`src/rtl/muller_array.sv`:
```
// -----------------------------------------------------------------------------
// muller_array
//
// Purpose:
//   A bank of CHANNELS independent, clocked Muller C-elements. Each channel
//   has SIZE inputs and works as follows:
//     - Its output goes to 1 when all of its sampled inputs are 1.
//     - Its output goes to 0 when all of its sampled inputs are 0.
//     - Its output holds when the sampled inputs are mixed.
//   Each channel also has a saturating counter of output transitions.
//
// Optional feature (macro MULLER_ARRAY_SYNC_EN):
//   When the macro is defined, every data_in bit passes through a 2-flop
//   synchronizer before it is evaluated. This makes the latency from
//   data_in to data_out 3 clock edges.
//   When the macro is undefined, data_in is evaluated directly with a
//   latency of 1 edge, and no synchronizer flops exist.
//
// Ports:
//   clk        rising-edge clock for all state
//   rst        asynchronous, active-high reset
//   data_in    CHANNELS*SIZE bits; channel c uses bits [c*SIZE +: SIZE]
//   cnt_clr    synchronous clear of all transition counters
//   data_out   registered C-element state, one bit per channel
//   all_high   1 when every data_out bit is 1
//   all_low    1 when every data_out bit is 0
//   trans_cnt  CHANNELS*CNT_W bits; channel c counter in [c*CNT_W +: CNT_W]
// -----------------------------------------------------------------------------
module muller_array #(
  parameter int SIZE     = 2,
  parameter int CHANNELS = 4,
  parameter int CNT_W    = 8
) (
  input  logic                      clk,
  input  logic                      rst,
  input  logic [CHANNELS*SIZE-1:0]  data_in,
  input  logic                      cnt_clr,
  output logic [CHANNELS-1:0]       data_out,
  output logic                      all_high,
  output logic                      all_low,
  output logic [CHANNELS*CNT_W-1:0] trans_cnt
);

  localparam int N_IN = CHANNELS * SIZE;

  // Inputs as seen by the C-element evaluation logic.
  logic [N_IN-1:0] eval_in;

`ifdef MULLER_ARRAY_SYNC_EN
  logic [N_IN-1:0] sync1_q;
  logic [N_IN-1:0] sync1_d;
  logic [N_IN-1:0] sync2_q;
  logic [N_IN-1:0] sync2_d;

  always_comb begin
    sync1_d = data_in;
    sync2_d = sync1_q;
  end

  always_ff @(posedge clk or posedge rst) begin
    if (rst) begin
      sync1_q <= '0;
      sync2_q <= '0;
    end else begin
      sync1_q <= sync1_d;
      sync2_q <= sync2_d;
    end
  end

  assign eval_in = sync2_q;
`else
  assign eval_in = data_in;
`endif

  genvar gi;
  generate
    for (gi = 0; gi < CHANNELS; gi++) begin : g_ch
      logic [SIZE-1:0]  in_c;
      logic             out_q;
      logic             out_d;
      logic [CNT_W-1:0] cnt_q;
      logic [CNT_W-1:0] cnt_d;
      logic             trans;

      assign in_c = eval_in[gi*SIZE +: SIZE];

      always_comb begin
        out_d = out_q;
        if (&in_c) begin
          out_d = 1'b1;
        end else if (~|in_c) begin
          out_d = 1'b0;
        end
        trans = out_d ^ out_q;

        // A clear on the same edge as a transition still records that
        // transition, so the counter lands on 1 rather than 0.
        cnt_d = cnt_q;
        if (cnt_clr) begin
          cnt_d = trans ? CNT_W'(1) : '0;
        end else if (trans && (cnt_q != {CNT_W{1'b1}})) begin
          cnt_d = cnt_q + CNT_W'(1);
        end
      end

      always_ff @(posedge clk or posedge rst) begin
        if (rst) begin
          out_q <= 1'b0;
          cnt_q <= '0;
        end else begin
          out_q <= out_d;
          cnt_q <= cnt_d;
        end
      end

      assign data_out[gi]                    = out_q;
      assign trans_cnt[gi*CNT_W +: CNT_W]    = cnt_q;
    end
  endgenerate

  // Both flags are decoded from registered state. They are therefore
  // mutually exclusive for CHANNELS >= 1.
  assign all_high = &data_out;
  assign all_low  = ~|data_out;

endmodule

```
`config.mk`:
```
export PLATFORM = sky130hd
export DESIGN_NAME = muller_array
export DESIGN_NICKNAME = d
export VERILOG_FILES = /design/src/rtl/muller_array.sv
export SDC_FILE = /design/constraint.sdc
export NUM_CORES = 1
export LEC_CHECK = 0
export ABC_AREA = 1
export CORE_ASPECT_RATIO = 0.75
export CORE_MARGIN = 1
export CORE_UTILIZATION = 40
export DETAILED_ROUTE_END_ITERATION = 6
export HOLD_SLACK_MARGIN = 0.02
export PLACE_DENSITY = 0.63
export SYNTH_ARGS = -nofsm -noshare
export SYNTH_HDL_FRONTEND = slang
export SYNTH_SLANG_ARGS = --single-unit
```
`constraint.sdc`:
```
create_clock -name clk -period 4.2 [get_ports clk]
set_clock_uncertainty 0.1 [all_clocks]
set_input_delay 0.63 -clock clk [delete_from_list [all_inputs] [get_ports clk]]
set_output_delay 0.63 -clock clk [all_outputs]
set_load 0.02 [all_outputs]
```
# ---- Word level (Yosys, flattened, before mapping)
# Index checks and enable logic that the tools add are counted.
dict set report word_totals {
  inputBits 11
  wordCells 59
  mem_count 0
  out_inout_bits 38
  latchBits 0
  rom_bits 0
  reg_bits 36
  ramBits 0
}
dict set report classes {
  n_bitwise 4
  n_reduce_logical 19
  mux 20
  n_lt_le_gt_ge 0
  n_shift 0
  n_div 0
  eq_ne 4
  addsub 4
  multipliers 0
}
# cell count
set op_table {}
lappend op_table {{two-way mux 8 bit} 8}
lappend op_table {{adder 8 x 1 -> 8 bit, second input constant} 4}
lappend op_table {{inequality test 8 bit, second input constant} 4}
lappend op_table {{two-way mux 1 bit} 12}
lappend op_table {{AND reduction 2 bit} 4}
lappend op_table {{nonzero test 2 bit} 4}
lappend op_table {{OR reduction 2 bit} 4}
lappend op_table {{logical AND 1 bit} 4}
lappend op_table {{AND reduction 4 bit} 1}
lappend op_table {{OR reduction 4 bit} 1}
lappend op_table {{XOR 1 bit} 4}
lappend op_table {{logical NOT 1 bit} 1}

# ---- Longest topological paths before layout
dict set report logic_depth {
  word_depth 7
  ltp_mapped 9
  mapped_depth_nobuf 9
}

# ---- Worst setup path after synthesis
# Ideal clock, no wire load.
dict set report synth_timing {
  path_kind {reg-to-output}
  from {register g_ch[2].out_q}
  to {output port all_high}
  required_ps 3470
  t_arrival_ps 1152
  path_buffers 0
  stages_incl_launch_ff 3
  path_slack_ps 2318
  cell_sequence {dfrtp_1 inv_1 nor4_1}
}
dict set report synth_via {
  elab_chain_len 1
}
# item line_no
set synth_rtl {}
lappend synth_rtl {{start, declared} 79} ;# logic out_q;
lappend synth_rtl {{start signal, assigned} 111} ;# out_q <= out_d;
lappend synth_rtl {{AND reduction 4 bit} 123} ;# assign all_high = &data_out;
lappend synth_rtl {{end, declared} 39} ;# output logic all_high,
# No other way between the ends.

# ---- Worst setup path after layout
dict set report layout_timing {
  from {register g_ch[1].out_q}
  to {output port all_high}
}
dict set report layout_via {
  elab_chain_len 1
}
# item line_no
set layout_rtl {}
lappend layout_rtl {{start, declared} 79}
lappend layout_rtl {{start signal, assigned} 111}
lappend layout_rtl {{AND reduction 4 bit} 123}
# No other way between the ends.

==> impl_metrics.py <==
metrics = {
    "outcome": {
        "outcome": "finished, final reports clean",
    },
    "cells_and_area": {
        "area_delta_synth_final_pct": 28.4,
        "fin_util": 0.537,
        "nets": 381,
        "diodes": 0,
        "drive_above_1_share": 0.104,
        "fillers": 549,
    },
    "global_routing": {
        "grt_overflow_total": 0,
        "gr-usage-met1": 0.271,
        "grt_util_met2": 0.319,
        "grt_max_degree": 23,
        "grt_usage": 0.200,
        "use_met3": 0.0477,
        "grt_pass1_vias": 2049,
        "grt-busiest-layer": "met2",
        "grt_pass1_wl_um": 9180,
        "antenna_found_initial": 0,
    },
    "sta": {
        "period_minus_slack_ns": 2.61,
        "max_freq_ghz": 0.382,
        "worstMarginPinSlew_ns": 0.695,
        "final_max_slew_viol_count": 0,
        "setup_tns_ns": 0,
        "setup_viol": 0,
        "relSlewSlack": 0.536,
        "setup_ws_ns": 1.59,
        "hold_viol_final": 0,
        "finalCritPeriodShare": 0.623,
        "rsz0062_at_grt": "no",
    },
    "setup_path": {
        "crit_path_max_fanout": 5,
        "criticalPathCategory": "flip-flop to output port",
        "cpPeakStageDelay_ns": 0.68,
        "crit_arrival_ns": 1.88,
        "slowest_stage": "clkdlybuf4s50_1",
        "required_ns": 3.47,
        "worstSetupEndpointType": "output port",
        "critical_path_buf_inv_count": 2,
        "cp-start-kind": "flip-flop",
        "critPathTopFamily": "buffers and inverters",
        "crit_chain": "inv_1, nor4_1, clkdlybuf4s50_1",
    },
    "cts": {
        "cts.clk_slew.worst_paths_ns": 0.08,
        "h-tree-depth": 2,
        "clock_sinks": 36,
        "root_buffer": "clkbuf_8",
        "cts-resized-gates": 0,
        "clk_latency_ns": 0.28,
        "cts_hold_buf": 0,
        "cts_tree": "built",
        "cts_buffer_depth": 2,
        "cts_setup_buffers": 0,
        "cts_inserted_buffers": 5,
    },
    "min_path": {
        "hold_path.class": "flip-flop to flip-flop",
    },
    "die": {
        "start_util": 0.418,
        "coreArea_um2": 5410,
        "die_x_um": 88.9,
        "std_cell_rows": 23,
        "die_h_um": 67.1,
        "fp.dieArea_um2": 5970,
        "io_pins": 49,
    },
    "logic_synthesis": {
        "syn_avg_cell_area_um2": 7.14,
        "ys.flop_type": "dfrtp_1",
        "postSynthNetCount": 332,
        "synth_warnings": 0,
        "synth_top_area_cell": "dfrtp_1",
        "synth_most_common_cell": "nand2_1",
        "seq_area_frac_synth": 0.398,
        "ys_top_cells_by_area": "dfrtp_1 40%, nand2_1 15%, nand3_1 7.5%",
        "synth_seq_cells": 36,
        "async_reset_ff_frac": 1.00,
        "syn-cell-area_um2": 2260,
        "synth.distinct_cells": 29,
        "synth_top_area_frac": 0.398,
        "synthCells": 317,
        "ys_top_cells_by_count": "88 x nand2_1, 36 x dfrtp_1, 35 x inv_1, 34 x nand3_1, 32 x nor2_1",
        "synth_edf_count": 0,
    },
    "place": {
        "dp_hpwl_um": 4010,
        "gp_congestion": 0.876,
        "portBuffers": 48,
        "place_worst_setup_slack_ns": 1.72,
    },
    "routing": {
        "drt_iter0_markers": 75,
        "drt_first_pass_iters": 5,
        "viasPerCell": 4.85,
        "postRouteAntennaNets": 0,
        "vias": 2142,
        "wirelength_um": 5330,
        "wl_per_cell_um": 12.1,
        "drc": 0,
    },
    "pwr": {
        "ir_drop_mv": 0.151,
        "power_leakage_uw": 0.00133,
        "power_uw": 869,
        "power_per_cell_area_nw_per_um2": 299,
    },
    "job": {
        "drv_cap": 0,
    },
}
final timing paths:
| check | from | to | slack [ns] | cells after the start |
|---|---|---|---|---|
| max in group asynchronous | rst | g_ch[3].cnt_q[4]$_DFFE_PP0P_ | 2.62 | 3 |
| worst min-delay path | g_ch[2].cnt_q[4]$_DFFE_PP0P_ | g_ch[2].cnt_q[4]$_DFFE_PP0P_ | 0.45 | 2 |
| worst max-delay path | g_ch[1].out_q$_DFF_PP0_ | all_high | 1.59 | 3 |
| worst min register to register | g_ch[2].cnt_q[4]$_DFFE_PP0P_ | g_ch[2].cnt_q[4]$_DFFE_PP0P_ | 0.45 | 2 |
| min in group asynchronous | rst | g_ch[0].cnt_q[2]$_DFFE_PP0P_ | 0.65 | 2 |
| worst max register to register | g_ch[3].cnt_q[0]$_DFFE_PP0P_ | g_ch[3].cnt_q[3]$_DFFE_PP0P_ | 2.67 | 8 |
logic make-up (layout without fill, tap and decap cells):
logic type	count (synthesis)	count (layout)	share of synthesized area
xor+xnor	8	8	0.0310
compound gates	33	33	0.0774
fa+ha+maj	4	4	0.0221
flops	36	36	0.398
buf+inv	48	98	0.0918
simple gates	188	188	0.380
tightest hold or removal path: cells and delay by family, from the launching register on:
family	cells	cell delay (ns)
flip-flops	1	0.40
AND/OR/NAND/NOR	2	0.12
through the flow:
| step | instance area [um^2] | cells | hold slack, ns |
|---|---|---|---|
| after global routing | 2910 | 442 | 0.497 |
| final | 2910 | 442 | 0.453 |
| after detailed placement | 2800 | 434 | 0.441 |
| after CTS | 2910 | 442 | 0.461 |
| after global placement | 2800 | 434 | 0.434 |
| after floorplan | 2260 | 317 | 0.438 |
area by class of cell:
type                       count  area (um^2)  area share
sequential                    36          901       0.310
clock buffer                   6         72.6      0.0250
multi-input combinational    233         1150       0.397
clock inverter                 2         35.0      0.0121
inverter                      41          161      0.0555
timing repair buffer          49          488       0.168
tap                           75         93.8      0.0323
flip-flops by register name, summed over array words and instances (netlist names):
register    flops
g_ch.out_q      4
g_ch.cnt_q     32
placed cells by master, fill, tap and decap left out, types with 2 or more instances in the layout:
| cell type | count |
|---|---|
| xor2_1 | 5 |
| o21ai_0 | 16 |
| inv_2 | 3 |
| xnor2_1 | 3 |
| a21oi_1 | 7 |
| o21bai_1 | 2 |
| nand3_1 | 34 |
| nand4_1 | 5 |
| nand2_2 | 12 |
| nor4_1 | 2 |
| o21ai_1 | 6 |
| clkinv_2 | 3 |
| or2_2 | 2 |
| nor2_1 | 32 |
| clkbuf_8 | 5 |
| clkdlybuf4s50_1 | 48 |
| inv_1 | 35 |
| nand2_1 | 88 |
| nand2_4 | 4 |
| ha_1 | 4 |
| dfrtp_1 | 36 |
| nor3b_1 | 2 |
| nor2_2 | 5 |
where the power goes:
part	switching, uW	total (uW)	internal [uW]
clock	129	305	176
sequential	28.2	394	365
combinational	99.4	170	70.5
total	257	869	612
per-layer routing:
layer | share of wire | wire [um]
met1 | 0.50 | 2640
met2 | 0.44 | 2340
met3 | 0.054 | 290
met4 | 0.011 | 57
met5 | 0 | 0
No activity file was read; power rests on OpenSTA's default activity.
